File: config.mk
export PLATFORM = sky130hd
export DESIGN_NAME = uart_bus_bridge
export DESIGN_NICKNAME = d
export VERILOG_FILES = /design/src/rtl/uart_bus_bridge.sv
export SDC_FILE = /design/constraint.sdc
export NUM_CORES = 1
export LEC_CHECK = 0
export ABC_AREA = 1
export BUFFER_PORTS_ARGS = -buffer_cell sky130_fd_sc_hd__buf_2
export CAP_MARGIN = 5
export CORE_MARGIN = 8
export CORE_UTILIZATION = 30
export DETAILED_ROUTE_END_ITERATION = 16
export MAX_ROUTING_LAYER = met4
export PLACE_DENSITY = 0.47
export SLEW_MARGIN = 20
export SYNTH_ARGS = -nofsm -noshare
export SYNTH_HDL_FRONTEND = slang
export SYNTH_SLANG_ARGS = --single-unit
File: constraint.sdc
create_clock -name clk -period 2.88 [get_ports clk]
set_input_delay 0.288 -clock clk [delete_from_list [all_inputs] [get_ports clk]]
set_output_delay 0.288 -clock clk [all_outputs]
set_load 0.01 [all_outputs]
File: src/rtl/uart_bus_bridge.sv
// Serial-to-bus initiator: decodes read/write command frames from a UART receiver, runs one
// 32-bit bus transaction per frame and returns an ACK/NAK byte stream to the UART transmitter.
module uart_bus_bridge #(
  parameter int unsigned TimeoutCycles = 100000
) (
  input  logic        clk,
  input  logic        nReset,
  input  logic [7:0]  rx_data,
  input  logic        rx_done,
  input  logic        rx_err,
  output logic [7:0]  tx_data,
  output logic        tx_valid,
  input  logic        tx_busy,
  input  logic        tx_done,
  output logic [31:0] bus_addr,
  output logic [31:0] bus_wdata,
  output logic        bus_wen,
  output logic        bus_ren,
  input  logic [31:0] bus_rdata,
  input  logic        bus_request_stall,
  input  logic        bus_error,
  output logic        active,
  output logic        dropped
);

  typedef enum logic [2:0] {StIdle, StAddr, StData, StBus, StResp} state_e;

  localparam logic [7:0]  CmdWrite    = 8'h57;
  localparam logic [7:0]  CmdRead     = 8'h52;
  localparam logic [7:0]  RespAck     = 8'h06;
  localparam logic [7:0]  RespNak     = 8'h15;
  localparam logic [31:0] TimeoutLast = 32'(TimeoutCycles) - 32'd1;

  state_e      state_q, state_d;
  logic        is_write_q, is_write_d;
  logic [1:0]  cnt_q, cnt_d;
  logic [31:0] timer_q, timer_d;
  logic [31:0] addr_sh_q, addr_sh_d;
  logic [31:0] wdata_sh_q, wdata_sh_d;
  logic [31:0] bus_addr_q, bus_addr_d;
  logic [31:0] bus_wdata_q, bus_wdata_d;
  logic        bus_wen_q, bus_wen_d;
  logic        bus_ren_q, bus_ren_d;
  logic [39:0] resp_q, resp_d;
  logic [2:0]  left_q, left_d;
  logic        pending_q, pending_d;
  logic [7:0]  tx_data_q, tx_data_d;
  logic        tx_valid_q, tx_valid_d;
  logic        dropped_q, dropped_d;
  logic        active_q, active_d;

  always_comb begin
    state_d     = state_q;
    is_write_d  = is_write_q;
    cnt_d       = cnt_q;
    timer_d     = timer_q;
    addr_sh_d   = addr_sh_q;
    wdata_sh_d  = wdata_sh_q;
    bus_addr_d  = bus_addr_q;
    bus_wdata_d = bus_wdata_q;
    bus_wen_d   = bus_wen_q;
    bus_ren_d   = bus_ren_q;
    resp_d      = resp_q;
    left_d      = left_q;
    pending_d   = pending_q;
    tx_data_d   = tx_data_q;
    tx_valid_d  = 1'b0;
    dropped_d   = 1'b0;

    case (state_q)
      StIdle: begin
        if (rx_done && !rx_err) begin
          if (rx_data == CmdWrite || rx_data == CmdRead) begin
            state_d    = StAddr;
            is_write_d = (rx_data == CmdWrite);
            cnt_d      = 2'd0;
            timer_d    = '0;
          end else begin
            state_d = StResp;
            resp_d  = {RespNak, 32'h0};
            left_d  = 3'd1;
          end
        end
      end
      StAddr, StData: begin
        if (rx_done) begin
          timer_d = '0;
          if (rx_err) begin
            state_d = StResp;
            resp_d  = {RespNak, 32'h0};
            left_d  = 3'd1;
          end else begin
            cnt_d = cnt_q + 2'd1;
            if (state_q == StAddr) addr_sh_d = {addr_sh_q[23:0], rx_data};
            else                   wdata_sh_d = {wdata_sh_q[23:0], rx_data};
            if (cnt_q == 2'd3) begin
              if (state_q == StAddr && is_write_q) begin
                state_d = StData;
              end else begin
                state_d    = StBus;
                bus_addr_d = addr_sh_d;
                if (is_write_q) bus_wdata_d = wdata_sh_d;
                bus_wen_d  = is_write_q;
                bus_ren_d  = !is_write_q;
              end
            end
          end
        end else if (TimeoutCycles != 0 && timer_q == TimeoutLast) begin
          state_d = StIdle;
        end else begin
          timer_d = timer_q + 32'd1;
        end
      end
      StBus: begin
        if (rx_done) dropped_d = 1'b1;
        if (!bus_request_stall) begin
          bus_wen_d = 1'b0;
          bus_ren_d = 1'b0;
          state_d   = StResp;
          if (bus_error) begin
            resp_d = {RespNak, 32'h0};
            left_d = 3'd1;
          end else if (is_write_q) begin
            resp_d = {RespAck, 32'h0};
            left_d = 3'd1;
          end else begin
            resp_d = {RespAck, bus_rdata};
            left_d = 3'd5;
          end
        end
      end
      StResp: begin
        if (rx_done) dropped_d = 1'b1;
        if (tx_done && pending_q && left_q == 3'd0) state_d = StIdle;
      end
      default: state_d = StIdle;
    endcase

    // Launch from the next-state view so the first byte leaves the cycle after the decision.
    if (tx_done) pending_d = 1'b0;
    if (state_d == StResp && !pending_d && left_d != 3'd0 && !tx_busy) begin
      tx_valid_d = 1'b1;
      tx_data_d  = resp_d[39:32];
      resp_d     = {resp_d[31:0], 8'h00};
      left_d     = left_d - 3'd1;
      pending_d  = 1'b1;
    end

    active_d = (state_d != StIdle);
  end

  always_ff @(posedge clk or negedge nReset) begin
    if (!nReset) begin
      state_q     <= StIdle;
      is_write_q  <= 1'b0;
      cnt_q       <= 2'd0;
      timer_q     <= '0;
      addr_sh_q   <= '0;
      wdata_sh_q  <= '0;
      bus_addr_q  <= '0;
      bus_wdata_q <= '0;
      bus_wen_q   <= 1'b0;
      bus_ren_q   <= 1'b0;
      resp_q      <= '0;
      left_q      <= 3'd0;
      pending_q   <= 1'b0;
      tx_data_q   <= 8'h00;
      tx_valid_q  <= 1'b0;
      dropped_q   <= 1'b0;
      active_q    <= 1'b0;
    end else begin
      state_q     <= state_d;
      is_write_q  <= is_write_d;
      cnt_q       <= cnt_d;
      timer_q     <= timer_d;
      addr_sh_q   <= addr_sh_d;
      wdata_sh_q  <= wdata_sh_d;
      bus_addr_q  <= bus_addr_d;
      bus_wdata_q <= bus_wdata_d;
      bus_wen_q   <= bus_wen_d;
      bus_ren_q   <= bus_ren_d;
      resp_q      <= resp_d;
      left_q      <= left_d;
      pending_q   <= pending_d;
      tx_data_q   <= tx_data_d;
      tx_valid_q  <= tx_valid_d;
      dropped_q   <= dropped_d;
      active_q    <= active_d;
    end
  end

  assign tx_data   = tx_data_q;
  assign tx_valid  = tx_valid_q;
  assign bus_addr  = bus_addr_q;
  assign bus_wdata = bus_wdata_q;
  assign bus_wen   = bus_wen_q;
  assign bus_ren   = bus_ren_q;
  assign active    = active_q;
  assign dropped   = dropped_q;

endmodule

---- Word-level counts from Yosys, hierarchy flattened ----
Index checks and enable logic that the tools add are counted.
word-level totals
  register bits ........................... 223
  bits of input ports ..................... 48
  output and inout port bits .............. 77
cells by class
  equal/unequal tests ..................... 17
  reductions and logical operators ........ 27
  muxes and demuxes ....................... 56
  $add $sub $neg .......................... 3
  bitwise logic cells ..................... 2
operator list
  kind                     count
  $mux W40                 6
  $mux W32                 7
  $pmux W40 S3             1
  $pmux W32 S2             1
  $mux W3                  16
  $mux W37                 1
  $add A32 B1 Y32 const B  1
  $eq A32 B17 Y1 const B   1
  $eq A8 B7 Y1 const B     2
  $mux W1                  15
  $ne A2 B2 Y1 const B     7
  $pmux W3 S4              1
  $reduce_and A6 Y1        2
  $reduce_and A5 Y1        2
  $pmux W3 S3              1
  $mux W2                  4
  $logic_and A1 B1 Y1      7
  $eq A3 B2 Y1 const B     2
  $eq A3 B3 Y1 const B     2
  $logic_not A3 Y1         2
  $reduce_and A3 Y1        2
  $reduce_bool A3 Y1       2
  $logic_not A1 Y1         4
  $pmux W1 S2              2
  11 further kinds         14

---- Logic depth before layout (Yosys ltp) ----
Gate-level depths: netlist (run 1).
  word-level depth ........................ 12
  mapped depth ............................ 20

---- Worst setup path after synthesis (run 1) ----
No wires, ideal clock.
  path type ............................... reg2reg
  start ................................... register state_q[2]
  end ..................................... register resp_q[22]
  data arrival time ....................... 2.427 ns
  setup time .............................. 0.117 ns
  setup slack ............................. 0.336 ns
  buffers on the path ..................... 4
  period minus slack after synthesis ...... 2.544 ns
  stages on the path, launching flop included .. 19
  path through ............................ dfrtp_1 buf_2 inv_2 nand2_2 nor2_4 nand2_1 nand2_1 inv_1 nand2_1 buf_2 nand2_1 ha_1 ha_1 nor3_1 nand2_2 buf_2 buf_2 nand2_1 nand2_1
between the ends
  word-level cells in the longest chain between the ends .. 12
RTL lines
  element                           line    text
  from (decl)                       34      state_e state_q, state_d;
  from (signal assigned)            154     state_q <= StIdle;
  from (signal assigned)            172     state_q <= state_d;
  $eq A3 B1 Y1                      70, 97
  $logic_and A1 B1 Y1               97      if (state_q == StAddr && is_write_q) begin
  $mux W1                           97
  $mux W3                           96      if (cnt_q == 2'd3) begin
  $mux W3                           88      if (rx_err) begin
  $mux W3                           86      if (rx_done) begin
  $pmux W3 S4                       70      case (state_q)
  $eq A3 B3 Y1                      141     if (state_d == StResp && !pending_d && left_d != 3'd0 && !tx_busy) begin
  $logic_and A1 B1 Y1 (3 in a row)  141
  $mux W40 (*)                      141
  net resp_d[22]                    44      logic [39:0] resp_q, resp_d;
  to (signal assigned)              182     resp_q <= resp_d;
  to (decl)                         44
The timed path passes the listed nets; every way through them passes the cells marked *.
A chain may end at the register's enable or synchronous reset.

---- Worst setup path in the final report (run 1) ----
  start ................................... register state_q[0]
  end ..................................... register left_q[0]
between the ends
  word-level cells in the longest chain between the ends .. 12
RTL lines
  element                           line    text
  $eq A3 B1 Y1                      70, 97
  $logic_and A1 B1 Y1               97
  $mux W1                           97
  $mux W3                           96
  $mux W3                           88
  $mux W3                           86
  $pmux W3 S4                       70
  $eq A3 B3 Y1                      141
  $logic_and A1 B1 Y1 (3 in a row)  141
  $mux W3 (*)                       141
  net left_d[0]                     45      logic [2:0] left_q, left_d;
  to (signal assigned)              183     left_q <= left_d;
  to (decl)                         45
Marks and branches as above.

==> run metrics, run 1 <==
status completed; clock buffer count from CTS 28; die height 208 um; Net Count, Synth 1585; Hold Path Class in -> reg; Yosys cell types 29; CTS tree yes; CTS Sinks ~220; clk_lat worst skew 0.56 ns; root buffer cell clkbuf_16; dominant register cell in the synthesized netlist dfrtp_1; IO Port Bufs 124; post-CTS sizing 0; Setup WS post-layout 0.463 ns; fmax 414 MHz; slew margin rel. 0.419; most frequent cell after synthesis nand2_1; detailed-route vias per instance 4.53; area leader, netlist dfrtp_1; RePlAce Congestion just under 0.9; post-route antenna net violation count 0; worst path cell trace nor2_2 > inv_2 > nor2_2 > nand2_1 > nand2_1 > nand2_1 > ha_1 > ha_1 > nor3_1 > nand2_2 > buf_4 > o21ai_0 > nand2_1; Switching Fraction 0.263; die area 0.0432 mm2; drt pass-1 iters 5; largest net degree at the start of global routing around 100; number of nets in the layout around 1700; placed insts 2086; Post-DP HPWL 21400 um; Setup Fix Bufs, Post-CTS 0; P&R area growth vs syn 20.2%; worst r2r path cells 13; Clock Pin Slew Worst Setup and Hold Paths 0.06 ns; global-route wire length before repair ~52000 um; Worst Clk Skew 0.0160 ns; total wire length 30800 um; die extent in x 208 um; hold depth 5; synth warn 0; initial antenna violation count 1; top cells by count, synth nand2_1, dfrtp_1, o21ai_0; R2R Path End left_q[0]; Cell Pwr Density roughly 590 mW/mm2; pre-CTS setup slack 0.437 ns; Clock Tree Buf Depth 3; mean routed wirelength per cell approximately 14 um; CP Class reg -> reg; Fin Setup TNS 0 ns; share of cells above drive strength 1 0.133; Core Area 0.0364 mm2; sequential share of power 0.418; register area share after synthesis 0.505; vias in the first global route 9817; Synth area leaders dfrtp_1, nand2_1, o21ai_0; CP Data Required Time ~3.3 ns; final std cells w/o fill 2142; Worst Setup Start Kind register; Buf+Inv Stages, Crit Path 2; Top cell by count, worst path nand2_1; WHS Endpoint resp_q[0]; Slowest Stage Delay on Critical Path about 0.44 ns; CTS Hold Buffers Added 5; cell family with most CP delay simple AND/OR/NAND/NOR gates; setup violators final 0; minimum clock period 2.42 ns; worst hold margin roughly 0.057 ns; Hold Crit Start bus_rdata[0]; Vias between 9000 and 10000; WP data arrival between 2 and 3 ns; syn_area_per_cell 7.21 um2; Psw 2.08 mW; internal power 5.80 mW; Final Max Slew Viols 0; power share of the combinational group 0.110; worst reg-to-reg setup slack 0.46 ns; Starting Density 0.303; DRT iter0 DRCs 556; Post-Syn Area 0.0111 mm2; Post-synth EDFFs 0; worst-path maximum fanout 24; # DRC 0; Max-cap violations 0; GR Util All Layers 0.147; total congestion overflow 0; clock power share 0.472; row count 70; async set-reset flop share out of synthesis 1.00; Peak VDD IR 0.521 mV; critical path's slowest cell dfrtp_1; H-tree depth 1; post-route clock period utilization 0.839; I/O pin count approximately 130; Seq cells post-synth 223; Fillers between 3000 and 4000; RSZ-0062 raised after global routing no; post-synth top area share 0.505; gate count of the mapped netlist 1533; final hold vios 0; leakage power around 7.3 nW; reg2reg start state_q[0]; worst slew pin tran 0.871 ns; Crit. End Element register
==> power by group through the flow <==
stage | clock, mW | sequential [mW] | combinational, mW
after floorplan | 0 | 3.34 | 0.555
final | 3.72 | 3.29 | 0.869
after detailed placement | 0 | 3.35 | 0.893
after global placement | 0 | 3.35 | 0.893
after global routing | 3.98 | 3.31 | 1.01
after CTS | 3.85 | 3.29 | 0.902
==> layout by cell type (no fill, tap or decap), types with 7 or more instances in the layout <==
cell type / instances
nand3_1: 78
nand4_1: 11
clkinv_2: 7
nor2_1: 91
nor3_1: 7
inv_1: 120
dfrtp_1: 223
a21oi_1: 16
buf_4: 25
buf_2: 123
clkbuf_16: 28
o21ai_0: 152
clkbuf_8: 7
inv_2: 7
nand2_1: 724
==> metal layers <==
layer / routed length, um / part of all wire / GRT usage
met1: 15000 / 0.49 / 0.198
met2: 14100 / 0.46 / 0.232
met3: 1290 / 0.042 / 0.0233
met4: 444 / 0.014 / 0.0311
met5: 0 / 0 / -
==> worst reg2reg max path: stages, from the launching register on <==
cell and delay (ns):
dfrtp_1 0.44, nor2_2 0.20, inv_2 0.07, nor2_2 0.20
nand2_1 0.08, nand2_1 0.14, nand2_1 0.08, ha_1 0.19
ha_1 0.18, nor3_1 0.22, nand2_2 0.10, buf_4 0.22
o21ai_0 0.10, nand2_1 0.07
==> through the flow <==
step | util | power [mW] | instance area, um2
after floorplan | - | 3.89 | 11100
after global placement | 0.336 | 4.24 | 12200
after detailed placement | 0.336 | 4.24 | 12200
after CTS | 0.364 | 8.05 | 13300
after global routing | 0.365 | 8.29 | 13300
final | 0.365 | 7.88 | 13300
==> final cells by class <==
type | instances | area [um2] | share of cell area
Antenna cell | 1 | 2.50 | 0.000188
Sequential cell | 223 | 5580 | 0.420
Multi-Input combinational cell | 1112 | 4670 | 0.351
Inverter | 129 | 485 | 0.0366
Clock buffer | 39 | 812 | 0.0611
Timing Repair Buffer | 159 | 968 | 0.0729
Clock inverter | 11 | 180 | 0.0136
Tap cell | 468 | 586 | 0.0441
==> flip-flops by register name, summed over array words and instances, names as in the netlist, 2 cells and up <==
name        flops
wdata_sh_q     32
bus_wdata      32
cnt_q           2
left_q          3
addr_sh_q      32
timer_q        32
tx_data         8
resp_q         40
state_q         3
bus_addr       32
==> how the worst max path moves through the flow <==
stage | startpoint | to | cells after the start
2_1_floorplan | state_q[2] | resp_q[22] | 18
3_3_place_gp | state_q[0] | active | 10
3_5_place_dp | rx_data[5] | left_q[0] | 16
4_1_cts | state_q[0] | active | 10
5_1_grt | state_q[0] | left_q[0] | 13
6_report | state_q[0] | left_q[0] | 13
==> cells by family after synthesis <==
logic type	synth area share
simple gates	0.335
fa+ha+maj	0.00453
xor+xnor	0.00159
compound gates	0.0808
buf+inv	0.0734
flops	0.505
Note: power is estimated with default switching activity, not from simulation.
==> run 2: changes to the inputs <==
- PLACE_DENSITY: 0.47 -> 0.48
- clock period: 2.88 -> 2.2 ns (I/O delays scaled with it)
==> run 2 against run 1 <==
Compared with the run above:
- clock power up 28%
- hold slack worse by 0.035 ns
- utilization up 1.8 points
- die area unchanged
- critical path type unchanged
- sequential power up 31%
- count of clock-buffer cells in the layout up 3
==> run metrics, run 2 (same netlist as run 1, synthesis figures left out) <==
status completed (unchanged); reg2reg start state_q[1] (was state_q[0]); Peak VDD IR 0.580 mV (was 0.521 mV); Post-DP HPWL 21900 um (was 21400 um); leakage power 7.64 nW (was 7.33 nW); final hold vios 0 (unchanged); P&R area growth vs syn 26.0% (was 20.2%); fmax 467 MHz (was 414 MHz); total congestion overflow 0 (unchanged); total wire length 31500 um (was 30800 um); Hold Crit Start bus_rdata[23] (was bus_rdata[0]); share of cells above drive strength 1 0.160 (was 0.133); Clock Tree Buf Depth 3 (unchanged); most common cell after layout, fill and taps aside nand2_1 (unchanged); worst r2r path cells 15 (was 13); Cell Pwr Density 779 mW/mm2 (was 593 mW/mm2); WP data arrival 2.56 ns (was 2.85 ns); area of the multi-input gates 0.00476 mm2 (was 0.00467 mm2); Final Max Slew Viols 0 (unchanged); H-tree depth 1 (unchanged); worst-path maximum fanout 9 (was 24); minimum clock period 2.14 ns (was 2.42 ns); Most flops, register resp_q (unchanged); worst path cell trace nand2_2 > nor2_2 > a21oi_1 > nand2_1 > inv_2 > nand2_4 > inv_4 > nor2_4 > ha_4 > ha_4 > nor3_4 > nand2_4 > buf_4 > o21ai_0 > nand2_1 (was nor2_2 > inv_2 > nor2_2 > nand2_1 > nand2_1 > nand2_1 > ha_1 > ha_1 > nor3_1 > nand2_2 > buf_4 > o21ai_0 > nand2_1); most frequent cells in the layout nand2_1, dfrtp_1, o21ai_0 (unchanged); post-route clock period utilization 0.974 (was 0.839); Worst Setup Start Kind register (unchanged); Max-cap violations 0 (unchanged); cell family with most CP delay simple AND/OR/NAND/NOR gates (unchanged); I/O pin count 125 (unchanged); Fillers 3843 (was 3901); worst slew pin tran 0.469 ns (was 0.871 ns); FF+latch area 0.00558 mm2 (about the same); R2R Path End left_q[0] (unchanged); CP Data Required Time 2.62 ns (was 3.31 ns); drt pass-1 iters 6 (was 5); IO Port Bufs 124 (unchanged); Vias 9980 (was 9708); Core Area 0.0364 mm2 (unchanged); Starting Density 0.303 (unchanged); RSZ-0062 raised after global routing yes (was no); Worst Clk Skew 0.00884 ns (was 0.0160 ns); pre-CTS setup slack -0.134 ns (was 0.437 ns); detailed-route vias per instance 4.54 (was 4.53); max reg flops 40 (unchanged); CTS tree yes (unchanged); CP Class reg -> reg (unchanged); global-route wire length before repair 52200 um (was 52300 um); # DRC 0 (unchanged); die extent in x 208 um (unchanged); DRT iter0 DRCs 559 (was 556); largest net degree at the start of global routing 81 (was 104); vias in the first global route 10000 (was 9817); die height 208 um (unchanged); Setup WS post-layout 0.0579 ns (was 0.463 ns); CTS Sinks 223 (unchanged); clock buffer count from CTS 28 (unchanged); GR Util All Layers 0.146 (was 0.147); slew margin rel. 0.687 (was 0.419); Core Util, Final 0.382 (was 0.365); Slowest Stage Delay on Critical Path 0.43 ns (was 0.44 ns); critical path's slowest cell dfrtp_1 (unchanged); initial antenna violation count 1 (unchanged); mean routed wirelength per cell 14.4 um (about the same); Crit. End Element register (unchanged); post-route antenna net violation count 0 (unchanged); Buf+Inv Stages, Crit Path 3 (was 2); number of nets in the layout 1758 (was 1705); Hold Path Class in -> reg (unchanged); Clock Pin Slew Worst Setup and Hold Paths 0.06 ns (about the same); setup violators final 0 (unchanged); row count 70 (unchanged); root buffer cell clkbuf_16 (unchanged); hold depth 5 (unchanged); WHS Endpoint resp_q[31] (was resp_q[0]); RePlAce Congestion 0.901 (was 0.874); clk_lat worst skew 0.54 ns (was 0.56 ns); worst reg-to-reg setup slack 0.06 ns (was 0.46 ns); die area 0.0432 mm2 (unchanged)
[run 2: cell count changes in the layout (fill, tap and decap cells not counted), moves of 3 or more]
cell and delta:
dlygate4sd3_1 +13, nand2_4 +4, buf_4 +31, clkbuf_16 +6, buf_12 +3, nand2_1 -4, inv_1 -3
[run 2: worst max path at each step]
stage               slack [ns]  cells after the start  startpoint         end
finish                    0.06                     15  state_q[1]   left_q[0]
detailed placement       -0.13                     18  rx_data[5]  resp_q[33]
global placement         -0.08                     18  rx_data[7]  resp_q[39]
CTS                      0.005                     15  state_q[2]  resp_q[33]
global route             -0.06                     17  state_q[1]  resp_q[25]
floorplan                -0.03                     18  state_q[2]  resp_q[32]
[run 2: worst min-delay path, delay by kind of cell]
kind                   cells  cell delay (ns)
buffers and inverters      1             0.09
AND/OR/NAND/NOR            4             0.21
[run 2: timing repair]
| action | in CTS | in global routing |
|---|---|---|
| resized for setup | 1 | 20 |
| cloned | 0 | 6 |
| hold buffers | 18 | 0 |
| buffers inserted | 0 | 4 |
| hold endpoints to repair | 96 | 0 |
| pin swaps | 0 | 2 |
| endpoints found under the setup margin | 4 | 81 |
[run 2: cell type report]
cell class,count,share of cell area
clock buffers,42,0.0607
clock inverters,9,0.00881
inverters,129,0.0360
diodes,1,0.000180
flip-flops and latches,223,0.401
well taps,468,0.0421
repair buffers,212,0.110
multi-input cells,1112,0.342
[run 2: report_power, final]
| group | leakage, nW | switching, mW | internal, mW |
|---|---|---|---|
| sequential | 2.80 | 0.0857 | 4.23 |
| combinational | 4.37 | 1.02 | 0.735 |
| clock | 0.477 | 1.79 | 2.98 |
[run 2: metrics by stage]
| step | instances | hold WS (ns) | total power, mW | TNS, ns | cell area (um2) |
|---|---|---|---|---|---|
| 6_report | 2196 | 0.0224 | 10.8 | 0 | 13900 |
| 5_1_grt | 2196 | 0.0294 | 11.3 | -2.02 | 13900 |
| 4_1_cts | 2185 | 0.000455 | 10.7 | 0 | 13700 |
| 3_5_place_dp | 2116 | 0.172 | 5.76 | -5.25 | 12500 |
| 3_3_place_gp | 2116 | 0.170 | 5.76 | -3.01 | 12500 |
| 2_1_floorplan | 1533 | -0.0756 | 5.26 | -0.737 | 11100 |
[run 2: routing by layer]
layer,up-vias,GRT usage,part of all wire
met3,36,0.0213,0.038
met4,0,0.0326,0.019
li1,5125,-,-
met2,180,0.231,0.45
met5,-,-,0
met1,4639,0.197,0.49
